`config.mk`:
```
export PLATFORM = sky130hd
export DESIGN_NAME = phase_loop_filter
export DESIGN_NICKNAME = d
export VERILOG_FILES = /design/src/rtl/phase_loop_filter.sv
export SDC_FILE = /design/constraint.sdc
export NUM_CORES = 1
export LEC_CHECK = 0
export CAP_MARGIN = 20
export CORE_ASPECT_RATIO = 1.5
export CORE_MARGIN = 5
export CORE_UTILIZATION = 59
export DETAILED_ROUTE_END_ITERATION = 8
export PLACE_DENSITY = 0.94
export SETUP_SLACK_MARGIN = 0.15
export SYNTH_ARGS = -nofsm -noshare
export SYNTH_HDL_FRONTEND = slang
export SYNTH_SLANG_ARGS = --single-unit
export TNS_END_PERCENT = 50
```
`constraint.sdc`:
```
create_clock -name CLK -period 5.4 [get_ports CLK]
set_clock_uncertainty 0.2 [all_clocks]
set_input_delay 0.54 -clock CLK [delete_from_list [all_inputs] [get_ports CLK]]
set_output_delay 0.54 -clock CLK [all_outputs]
set_load 0.01 [all_outputs]
```
`src/rtl/phase_loop_filter.sv`:
```
// phase_loop_filter
//   Proportional-integral loop filter that turns a signed phase error into a
//   corrected frequency control word. Two pipeline stages:
//     stage A (edge of the PHASE_VALID strobe): register the error and update
//       the clamped integrator;
//     stage B (next enabled edge): FREQ_BASE + (err<<KP_SHIFT) + integ,
//       clamped to the unsigned FREQ_BITS range.
//   An optional lock detector watches |err| against LOCK_THRESHOLD.
//
// Ports
//   CLK          rising-edge clock
//   RESET_N      asynchronous active-low reset
//   CE           clock enable (FREQ_VALID still self-clears when CE=0)
//   PHASE_IN     signed phase error, POSITION_BITS wide, 4 fractional bits
//   PHASE_VALID  one-cycle strobe for PHASE_IN
//   FREQ_BASE    nominal frequency word
//   CLEAR        synchronous clear of integrator, lock FSM and pending sample
//   FREQ_OUT     corrected frequency word
//   FREQ_VALID   one-cycle strobe for FREQ_OUT
//   LOCKED       loop-lock indication
//   SATURATED    integrator or output clamp active for the current sample
//
// Build option
//   PHASE_LOOP_FILTER_LOCK_DETECT_EN  include the lock FSM; otherwise LOCKED=0.

module phase_loop_filter #(
    parameter int POSITION_BITS  = 14,
    parameter int FREQ_BITS      = 32,
    parameter int KP_SHIFT       = 4,
    parameter int KI_SHIFT       = 2,
    parameter int INT_LIMIT      = 2**24,
    parameter int LOCK_THRESHOLD = 8,
    parameter int LOCK_COUNT     = 64,
    parameter int LOSS_COUNT     = 4
) (
    input  logic                            CLK,
    input  logic                            RESET_N,
    input  logic                            CE,
    input  logic signed [POSITION_BITS-1:0] PHASE_IN,
    input  logic                            PHASE_VALID,
    input  logic        [FREQ_BITS-1:0]     FREQ_BASE,
    input  logic                            CLEAR,
    output logic        [FREQ_BITS-1:0]     FREQ_OUT,
    output logic                            FREQ_VALID,
    output logic                            LOCKED,
    output logic                            SATURATED
);

    localparam int ACC_BITS = FREQ_BITS + 2;
    typedef logic signed [ACC_BITS-1:0] acc_t;

    localparam acc_t INT_MAX = acc_t'(INT_LIMIT);
    localparam acc_t INT_MIN = -acc_t'(INT_LIMIT);
    localparam acc_t OUT_MAX = acc_t'({2'b00, {FREQ_BITS{1'b1}}});

    logic signed [POSITION_BITS-1:0] err_q;
    acc_t                            integ_q;
    logic                            integ_sat_q;
    logic                            pend_q;

    acc_t                 err_ext;
    acc_t                 integ_sum;
    acc_t                 integ_next;
    acc_t                 out_sum;
    logic                 integ_clamp;
    logic                 out_clamp;
    logic [FREQ_BITS-1:0] freq_next;

    always_comb begin
        err_ext     = acc_t'(PHASE_IN);
        integ_sum   = integ_q + (err_ext <<< KI_SHIFT);
        integ_next  = integ_sum;
        integ_clamp = 1'b0;
        if (integ_sum > INT_MAX) begin
            integ_next  = INT_MAX;
            integ_clamp = 1'b1;
        end else if (integ_sum < INT_MIN) begin
            integ_next  = INT_MIN;
            integ_clamp = 1'b1;
        end

        // Stage B reads the registered error and the integrator already
        // updated by the same sample at stage A.
        out_sum   = acc_t'({2'b00, FREQ_BASE}) + (acc_t'(err_q) <<< KP_SHIFT) + integ_q;
        freq_next = out_sum[FREQ_BITS-1:0];
        out_clamp = 1'b0;
        if (out_sum[ACC_BITS-1]) begin
            freq_next = '0;
            out_clamp = 1'b1;
        end else if (out_sum > OUT_MAX) begin
            freq_next = '1;
            out_clamp = 1'b1;
        end
    end

    always_ff @(posedge CLK or negedge RESET_N) begin
        if (!RESET_N) begin
            err_q       <= '0;
            integ_q     <= '0;
            integ_sat_q <= 1'b0;
            pend_q      <= 1'b0;
            FREQ_OUT    <= '0;
            FREQ_VALID  <= 1'b0;
            SATURATED   <= 1'b0;
        end else begin
            FREQ_VALID <= 1'b0;
            if (CE) begin
                if (CLEAR) begin
                    integ_q <= '0;
                    pend_q  <= 1'b0;
                end else begin
                    if (pend_q) begin
                        FREQ_OUT   <= freq_next;
                        FREQ_VALID <= 1'b1;
                        SATURATED  <= integ_sat_q | out_clamp;
                    end
                    pend_q <= PHASE_VALID;
                    if (PHASE_VALID) begin
                        err_q       <= PHASE_IN;
                        integ_q     <= integ_next;
                        integ_sat_q <= integ_clamp;
                    end
                end
            end
        end
    end

`ifdef PHASE_LOOP_FILTER_LOCK_DETECT_EN
    typedef enum logic [1:0] {ST_UNLOCKED, ST_ACQUIRE, ST_LOCKED} lock_state_t;

    localparam int GOOD_BITS = $clog2(LOCK_COUNT + 1);
    localparam int BAD_BITS  = $clog2(LOSS_COUNT + 1);
    localparam logic [GOOD_BITS-1:0]     GOOD_TARGET = GOOD_BITS'(LOCK_COUNT);
    localparam logic [BAD_BITS-1:0]      BAD_TARGET  = BAD_BITS'(LOSS_COUNT);
    localparam logic [POSITION_BITS-1:0] THRESH      = POSITION_BITS'(LOCK_THRESHOLD);

    lock_state_t            state_q;
    logic [GOOD_BITS-1:0]   good_cnt;
    logic [BAD_BITS-1:0]    bad_cnt;
    logic [POSITION_BITS-1:0] mag;
    logic                   is_min;
    logic                   in_thr;

    // The most negative code has no positive magnitude, so it is excluded
    // explicitly rather than relying on the wrapped negation.
    always_comb begin
        is_min = PHASE_IN[POSITION_BITS-1] && (PHASE_IN[POSITION_BITS-2:0] == '0);
        mag    = PHASE_IN[POSITION_BITS-1] ? $unsigned(-PHASE_IN) : $unsigned(PHASE_IN);
        in_thr = !is_min && (mag <= THRESH);
    end

    always_ff @(posedge CLK or negedge RESET_N) begin
        if (!RESET_N) begin
            state_q  <= ST_UNLOCKED;
            good_cnt <= '0;
            bad_cnt  <= '0;
            LOCKED   <= 1'b0;
        end else if (CE) begin
            if (CLEAR) begin
                state_q  <= ST_UNLOCKED;
                good_cnt <= '0;
                bad_cnt  <= '0;
                LOCKED   <= 1'b0;
            end else if (PHASE_VALID) begin
                unique case (state_q)
                    ST_UNLOCKED: begin
                        if (in_thr) begin
                            state_q  <= ST_ACQUIRE;
                            good_cnt <= GOOD_BITS'(1);
                        end
                    end
                    ST_ACQUIRE: begin
                        if (!in_thr) begin
                            state_q  <= ST_UNLOCKED;
                            good_cnt <= '0;
                        end else if (good_cnt + 1'b1 == GOOD_TARGET) begin
                            state_q  <= ST_LOCKED;
                            good_cnt <= '0;
                            bad_cnt  <= '0;
                            LOCKED   <= 1'b1;
                        end else begin
                            good_cnt <= good_cnt + 1'b1;
                        end
                    end
                    ST_LOCKED: begin
                        if (in_thr) begin
                            bad_cnt <= '0;
                        end else if (bad_cnt + 1'b1 == BAD_TARGET) begin
                            state_q <= ST_UNLOCKED;
                            bad_cnt <= '0;
                            LOCKED  <= 1'b0;
                        end else begin
                            bad_cnt <= bad_cnt + 1'b1;
                        end
                    end
                    default: begin
                        state_q <= ST_UNLOCKED;
                        LOCKED  <= 1'b0;
                    end
                endcase
            end
        end
    end
`else
    logic unused_lock_cfg;
    assign unused_lock_cfg = (LOCK_THRESHOLD + LOCK_COUNT + LOSS_COUNT) != 0;
    assign LOCKED = 1'b0;
`endif

endmodule

```
# Yosys cells after proc, flatten, opt, wreduce, memory -nomap -nowiden
# Cells that the tools add are included.
# Widths: inputs -> output; s select.
# classes
n_addsub	3
order_cmp	3
n_mux	14
n_bitwise	2
n_reduce_logical	4
# ops
op	count
$mux 34	4
$mux 32	2
$add 33x18->34	1
$add 34x16->34	1
$add 34x34->34	1
$gt 34x26->1 const B	1
$gt 34x33->1 const B	1
$lt 34x25->1 const B	1
$mux 1	8
$reduce_and 3->1	2
$reduce_and 2->1	1
$reduce_bool 2->1	1
$not 1->1	1
$or 1x1->1	1
# word_totals
regBits	84
in_bits	51
out_inout_bits	35
elab_cells	33

# Depth between registers and ports, before layout
# logic_depth
depth_word	6
depth_mapped	15
ltp_nobuf	15

# Least setup slack after synthesis
# Ideal clock, no wire load.
# synth_path
path_kind	register -> register
from	register err_q[13]
to	register FREQ_OUT[24]
setup_time_ns	0.094
arrival_ns	3.996
t_required_ns	5.106
path_slack_ns	1.110
path_stages_with_launch	14
path_buffers	2
synth_period_minus_slack_ns	4.290
cell_sequence	dfrtp_1 > fa_1 > ha_1 > clkbuf_1 > a21o_1 > a21o_1 > a21oi_1 > o211ai_1 > a31o_2 > mux2_2 > a211oi_1 > clkbuf_1 > nor2_1 > a211oi_1
# synth_via
elab_chain_len	5
# synth_rtl
item	line	rtl
from (decl)	56	logic signed [POSITION_BITS-1:0] err_q;
from (signal assigned)	98	err_q <= '0;
from (signal assigned)	119	err_q <= PHASE_IN;
$add 33x18->34 (*)	84	out_sum = acc_t'({2'b00, FREQ_BASE}) + (acc_t'(err_q) <<< KP_SHIFT) + integ_q;
$add 34x34->34 (*)	84	
$gt 34x33->1	90	end else if (out_sum > OUT_MAX) begin
$mux 32	90	
$mux 32 (*)	87	if (out_sum[ACC_BITS-1]) begin
to (signal assigned)	113	FREQ_OUT <= freq_next;
to (decl)	43	output logic [FREQ_BITS-1:0] FREQ_OUT,
# Every way passes the cells marked *; elsewhere a longest branch is shown, timed or not.
# A chain may end at the register's enable or synchronous reset.

# Worst setup path after layout
# layout_path
from	input FREQ_BASE[4]
to	register FREQ_OUT[22]
# layout_via
elab_chain_len	5
# layout_rtl
item	line	rtl
from (decl)	41	input logic [FREQ_BITS-1:0] FREQ_BASE,
$add 33x18->34 (*)	84	
$add 34x34->34 (*)	84	
$gt 34x33->1	90	
$mux 32	90	
$mux 32 (*)	87	
# Marks and branches as above.

==> key figures <==
Run status
  • Status: finished, final reports clean

Setup path
  • CP Data Required Time: 5.38 ns
  • Slowest CP cell: fa_1
  • Critical path class: in -> reg
  • Crit-path max cell delay: 0.52 ns
  • Critical path peak fanout: 26
  • Critical Path, Cell by Cell: clkdlybuf4s50_1 > inv_1 > fa_1 > inv_1 > ha_1 > and3_1 > a221oi_1 > o21ai_0 > a211oi_1 > buf_4 > o21ai_0 > a2111oi_0 > buf_4 > a211oi_4 > buf_8 > a2111oi_0 > o31ai_1
  • Arr. time, crit path: 4.92 ns
  • Worst Setup Start Kind: input port
  • Worst Setup End Kind: register

Floorplanning
  • Core area: between 10000 and 15000 um^2
  • Chip width: 105 um
  • Die Area: 16100 um^2
  • Chip height: around 150 um
  • Row count: 52
  • IO Count: 86
  • Initial core utilization: 0.598

Clock tree
  • CTS root buffer: clkbuf_16
  • CTS HTree Levels: 3
  • TritonCTS clock tree: built
  • Clock transition at path regs: 0.05 ns
  • CTS Buf Count: 9
  • Clock latency on the worst-skew pair: 0.34 ns
  • CTS Sinks: 82
  • Clock buffer depth: 2

Power
  • P per Cell Area: roughly 450 nW/um^2
  • LEAKAGE: 4.11 nW
  • Peak VDD IR: 0.000210 V

GRT
  • Largest net degree at the start of global routing: 83
  • GRT overflow: 0
  • Met1 Track Usage GR: 0.325
  • GRT Util Overall: 0.270
  • Initial antenna violation count: 0
  • First-pass GRT wire length: 35.9 mm
  • Met3 Usage GRT: 0.0245
  • Number of global-route vias before repair: 7335
  • Global routing's busiest layer: met2
  • Met2 Usage GRT: 0.478

Timing
  • Crit share post-route: 0.915
  • Final hold vios: 0
  • Tightest Pin Transition: 1.07 ns
  • F_max: 202 MHz
  • Max-slew violations: 0
  • RSZ-0062 raised after global routing: no
  • Worst Hold Margin: 0.281 ns
  • Headroom to the max-slew limit: 0.283
  • PnR worst setup slack: around 0.46 ns
  • Setup-failing EPs final: 0
  • Min Clock Period, post-route: 4.94 ns

Cells and area
  • Post-Layout Inst Area: 9360 um^2
  • Share of cells above drive strength 1: 0.0800
  • Nets: 1130
  • Post-route insts no fill: 1150
  • Layout fillers: between 1000 and 1500
  • Synth-to-Final Area Change: 16.2%
  • Antenna diodes: 0
  • Util after Layout: 0.695

Detailed routing
  • Via count: ~7500
  • Antenna Nets Post-Route: 0
  • Total Wirelength: 21.9 mm
  • Drt drc: 0
  • Per-cell routed wire length: approximately 19 um
  • DRT iter0 DRCs: between 400 and 500
  • Drt first pass iters: 5
  • Vias/cell: between 6 and 7

Synth
  • Dominant synthesized flop cell: dfrtp_1
  • Post-synth top area cell: dfrtp_1
  • Adder-cell share of the synthesized area: 0.176
  • Synth Area in Compound Gates: 0.298
  • Cells taking the most area after synthesis: dfrtp_1 25%, ha_1 10%, fa_1 7.2%
  • Number of synthesis warnings: 0
  • Main combinational cell family by area after synthesis: compound AO/OA/AOI/OAI gates
  • Synth Area in XOR/XNOR: 0.0500
  • Fraction of registers with async set/reset: 1.00
  • Netlist cell types: 78
  • Simple logic cell fraction of the synthesized area: 0.155
  • Syn_area_per_cell: 8.74 um^2
  • Gate Count Post-Synth: 922
  • Syn Std Cell Area: approximately 8100 um^2
  • Top-area cell type share of the netlist area: 0.255
  • Mux cell area share after synthesis: 0.0259
  • Post-synth EDFFs: 0
  • Seq cells post-synth: 82
  • Seq/Total Area, Yosys: 0.255

Place
  • Port bufs: 84
  • GP Congestion: 0.983
  • Cell area after placement: 9020 um^2
  • DP HPWL: 17.4 mm
  • Inst Count DP: 1131
  • Dpl ws: -0.00287 ns

Min path
  • Worst hold path class: reg -> reg

Run
  • Max cap viols: 0
==> routing by layer <==
layer,part of all wire,vias to the layer above
met1,0.40,3567
met2,0.52,290
met3,0.043,64
met5,0,-
li1,-,3598
met4,0.041,0
==> worst paths after layout <==
| path | from | end | slack, ns | cells after the start |
|---|---|---|---|---|
| max in group asynchronous | RESET_N | integ_q[25] | 3.88 | 3 |
| worst min register to register | FREQ_OUT[21] | FREQ_OUT[21] | 0.28 | 2 |
| worst min-delay path | FREQ_OUT[21] | FREQ_OUT[21] | 0.28 | 2 |
| min in group asynchronous | RESET_N | integ_q[3] | 0.52 | 2 |
| worst max register to register | err_q[13] | FREQ_OUT[22] | 0.75 | 13 |
| worst max-delay path | FREQ_BASE[4] | FREQ_OUT[22] | 0.46 | 17 |
==> state kept, by name (all words and copies together), names as in the netlist <==
register and count:
integ_q 32, err_q 14, SATURATED 1, FREQ_VALID 1
pend_q 1, FREQ_OUT 32, integ_sat_q 1
==> cell type report <==
cell class	count	area (um^2)	area share
repair buffers	102	1000	0.107
clock buffers	12	267	0.0285
well taps	162	203	0.0216
clock inverters	4	33.8	0.00361
inverters	25	93.8	0.0100
flip-flops and latches	82	2050	0.219
multi-input cells	763	5710	0.610
==> Yosys cell counts (4+ instances only) <==
cell,n
nand2_1,98
dfrtp_1,82
a21oi_1,67
ha_1,67
o21ai_0,67
nor2_1,55
clkbuf_1,40
a21o_1,29
fa_1,29
o22ai_1,28
inv_1,25
xor2_1,24
xnor2_1,22
o21a_1,18
nand4_1,17
o31ai_1,16
mux2_2,15
a32o_1,14
nand3_1,14
nor3_1,13
a31oi_1,11
and2_1,9
o31ai_2,9
or3_1,9
a211oi_1,8
buf_2,8
o211ai_1,8
a21boi_0,7
nand2b_1,7
nor4_1,6
a211o_1,5
o21bai_1,5
or2_2,5
a2111oi_0,4
a221oi_1,4
mux2i_1,4
==> worst max-delay path: cells and delay by family <==
kind | cells | cell delay (ns)
buffers and inverters | 6 | 1.08
AND/OR/NAND/NOR | 1 | 0.23
AO/OA/AOI/OAI | 8 | 2.21
adder cells (fa/ha/maj) | 2 | 0.85
==> cell families (layout without fill, tap and decap cells) <==
group	after synthesis	after routing
other cells	1	2
flops	82	82
xor+xnor	46	46
compound gates	342	342
fa+ha+maj	96	96
simple gates	258	258
buf+inv	78	143
mux	19	19
==> power by group <==
group / internal (W) / switching [W]
Combinational: 0.00117 / 0.00151
Sequential: 0.000785 / 0.000136
Clock: 0.000352 / 0.000247
==> through the flow <==
| step | TNS, ns | power, W |
|---|---|---|
| after floorplan | 0 | 0.00275 |
| after CTS | 0 | 0.00414 |
| after global placement | 0 | 0.00344 |
| after global routing | 0 | 0.00451 |
| after detailed placement | -0.00287 | 0.00352 |
| final | 0 | 0.00420 |
==> repair_timing <==
action / 4_1_cts / 5_1_grt
buffers inserted: 0 / 0
hold buffers: 0 / 1
endpoints found under the hold margin: 0 / 5
resized for setup: 0 / 0
==> cell usage in the layout (no fill, tap or decap), types with 15 or more instances in the layout <==
master           instances
a21o_1                  29
a21oi_1                 67
buf_4                   15
clkdlybuf4s50_1         83
dfrtp_1                 82
fa_1                    29
ha_1                    67
inv_1                   25
mux2_2                  15
nand2_1                 97
nand4_1                 17
nor2_1                  55
o21a_1                  18
o21ai_0                 67
o22ai_1                 28
o31ai_1                 16
xnor2_1                 22
xor2_1                  24
Power figures use the tool's default switching activity.
==> variant 1 (same flow settings) <==
Add a define of `PHASE_LOOP_FILTER_LOCK_DETECT_EN`.
--- a/src/rtl/phase_loop_filter.sv
+++ b/src/rtl/phase_loop_filter.sv
@@ -25,2 +25,4 @@
 
+`define PHASE_LOOP_FILTER_LOCK_DETECT_EN
+
 module phase_loop_filter #(
Function: no difference found for any inputs over 4 cycles, from zero or initial values and one cycle with RESET_N low; that may be too few to reach the edited logic, so the function may still have changed.
==> variant 1 against the unedited design <==
  * Design area grew 4.7%
  * Worst setup slack gained 130 ps
  * Highest routed layer unchanged
  * Synthesized area grew 4.1%
  * Sequential cell count grew 13
  * Sequential share of layout area grew 2.3 points
  * Routed wire length grew 3.2%
  * Utilization grew 0.52 points
  * First-iteration DRC count grew 50%
  * Non-clock buffer count grew 7
  * Power shrank 2.6%
==> variant 1: results (changes against the unedited design) <==
[outcome]
outcome=completed

[hold_path]
hold_start=FREQ_OUT[8]

[place]
dp_slack_ps=376  ; +379 ps

[setup_path]
cp_max_fo=19  ; -27%
ff2ff_setup_slack_ps=940  ; +190 ps
slowest_stage=clkdlybuf4s50_1

[logic_synthesis]
seq_area_frac_synth_pct=28.3  ; +2.9 points
synthAdderAreaFrac_pct=17.5  ; -0.10 points
synth.avg_cell_area_um2=8.65  ; -1.0%
muxShareOfSynthArea_pct=1.83  ; -0.76 points
synth-xor-area-share_pct=6.47  ; +1.5 points

[clock_tree]
path_clk_slew_ps=70  ; +20 ps

[pwr]
p_leak_uw=0.00438  ; +6.7%
powerDensity_nw_per_um2=418  ; -7.0%
comb-power_uw=2420  ; -9.7%

[final_layout]
clkbuf_count=10  ; -2
buffers_excl_clock=109  ; +6.9%
nonClkBufAreaFrac_pct=10.7  ; about the same
n_fill_cell=979  ; -5.0%
nonClockInverterCount=29  ; +16%
multiInputGateArea_um2=5730  ; +0.39%
fin_cells=1242  ; +8.0%

[timing]
max-slew-margin-rel_pct=48.2  ; +20 points

[global_routing]
grtUsageMet3_pct=3.60  ; +1.2 points
use_met1_pct=31.6  ; -0.91 points
grt_max_degree=62  ; -25%
first_global_vias=7951  ; +8.4%
grtUsageTotal_pct=27.6  ; +0.59 points

[routing]
wl_met2_mm=11.6  ; +2.1%
drtIter0Drc=709  ; +50%

-- variant 1: changes by cell type after synthesis, sizes merged, moves of 6 or more --
cell,delta
dfrtp,+13
o21ai,+13
o21a,-15
nand3,+11
nor2,+20
xnor2,+20
nor2b,+11
a21boi,-6
o22ai,-27
nand2,+22
-- variant 1: worst max path at each step --
stage                  endpoint  cells after the start         start  slack (ps)
floorplan           integ_q[25]                     15   PHASE_IN[0]        1180
global placement     integ_q[8]                     14   PHASE_IN[0]         480
detailed placement  integ_q[11]                     14   PHASE_IN[0]         380
CTS                 integ_q[11]                     14   PHASE_IN[0]         680
global route        integ_q[11]                     15  PHASE_IN[13]         390
finish              integ_q[11]                     13   PHASE_IN[4]         590
-- variant 1: worst max-delay path: cells and delay by family --
family,cells,cell delay (ps)
AOI/OAI and AO/OA,6,1940
and+or+nand+nor,4,1100
buffers and inverters,2,810
adders and majority gates,1,460
==> variant 2 (same flow settings) <==
Made on the original files. Put one more register stage on the output `FREQ_OUT`, without a reset. The value now appears one clock later. The other outputs are not delayed to match. Comments in the files are not updated.
--- a/src/rtl/phase_loop_filter.sv
+++ b/src/rtl/phase_loop_filter.sv
@@ -55,2 +55,4 @@
 
+    logic        [FREQ_BITS-1:0] FREQ_OUT_s0;
+
     logic signed [POSITION_BITS-1:0] err_q;
@@ -101,3 +103,3 @@
             pend_q      <= 1'b0;
-            FREQ_OUT    <= '0;
+            FREQ_OUT_s0 <= '0;
             FREQ_VALID  <= 1'b0;
@@ -112,3 +114,3 @@
                     if (pend_q) begin
-                        FREQ_OUT   <= freq_next;
+                        FREQ_OUT_s0 <= freq_next;
                         FREQ_VALID <= 1'b1;
@@ -209,2 +211,6 @@
 
+    always_ff @(posedge CLK) begin
+        FREQ_OUT <= FREQ_OUT_s0;
+    end
+
 endmodule
Check against the original RTL: not equivalent (Yosys sat finds a counterexample within 4 cycles, from zero or initial values and one cycle with RESET_N low).
==> variant 2 against the unedited design <==
  * Synthesized area increased by 9.1%
  * Routed wire length increased by 28%
  * Design area increased by 12%
  * Sequential cell count increased by 32
  * Maximum frequency increased by 2.5%
  * Global-route usage increased by 5.0 points
  * Power decreased by 1.2%
  * Worst setup slack improved by 120 ps
  * Critical endpoint is now integ_q[6]
  * Largest cell class unchanged
==> variant 2: results (changes against the unedited design) <==
[timing]
worst_slack_ps=581  ; +120 ps
fin_hold_ws_ps=167  ; -114 ps
max-slew-margin-rel_pct=31.7  ; +3.4 points

[setup_path]
slowest_delay_ps=630  ; +110 ps
arrival_ps=4910  ; about the same
slowest_stage=clkdlybuf4s50_1

[final_layout]
reg.largest.list=FREQ_OUT x32, FREQ_OUT_s0 x32, integ_q x32
fin_cells=1285  ; +12%

[routing]
drt_wl_total_mm=28.0  ; +28%
drt-pass1-iter-count=8  ; +3
drtIter0Drc=972  ; +110%

[clock_tree]
clk_latency_ps=430  ; +90 ps
h-tree-depth=4  ; +1

[global_routing]
grt_pass1_wl_mm=44.5  ; +24%
grtUsageTotal_pct=32.0  ; +5.0 points

[logic_synthesis]
synth_area_leaders=dfrtp_1 23%, ha_1 9.5%, dfxtp_1 7.3%
yosysUniqueCellTypes=76  ; -2.6%
synth_compound_area_share_pct=27.9  ; -1.9 points
synth-xor-area-share_pct=4.48  ; -0.52 points
synth_commonest_cells=122 x nand2_1, 82 x dfrtp_1, 71 x a21oi_1, 68 x o21ai_0, 67 x ha_1
async_reset_ff_share_pct=71.9  ; -28 points

[place]
gp_congestion=0.945  ; -3.9%
post_dp_cell_area_um2=9810  ; +8.8%
dp_slack_ps=321  ; +324 ps

[pwr]
p_sw_uw=1600  ; -15%
clkPwrFrac_pct=27.5  ; +13 points
p_leak_uw=0.00466  ; +13%

[outcome]
outcome=completed

[hold_path]
hold_depth=0  ; -2

==> variant 2: final timing paths <==
check                                 from         endpoint
setup / recovery              PHASE_IN[13]       integ_q[6]
hold / removal             FREQ_OUT_s0[18]     FREQ_OUT[18]
setup reg to reg                 err_q[13]  FREQ_OUT_s0[27]
hold reg to reg            FREQ_OUT_s0[18]     FREQ_OUT[18]
max in group asynchronous          RESET_N      integ_q[32]
min in group asynchronous          RESET_N       integ_q[2]
==> variant 2: area by class of cell <==
| class | instances | area, um^2 |
|---|---|---|
| clock buffer | 18 | 439 |
| tap | 196 | 245 |
| timing repair buffer | 106 | 1070 |
| sequential | 114 | 2690 |
| inverter | 30 | 113 |
| clock inverter | 14 | 155 |
| fill | 974 | 4110 |
| multi-input combinational | 807 | 5770 |
==> variant 2: routing by layer <==
metal	global-route usage [%]	vias up	part of all wire [%]
li1	-	3841	-
met5	0	-	0
met3	5.64	165	7.1
met1	37.5	4148	37
met4	17.2	0	6.2
met2	54.5	587	50
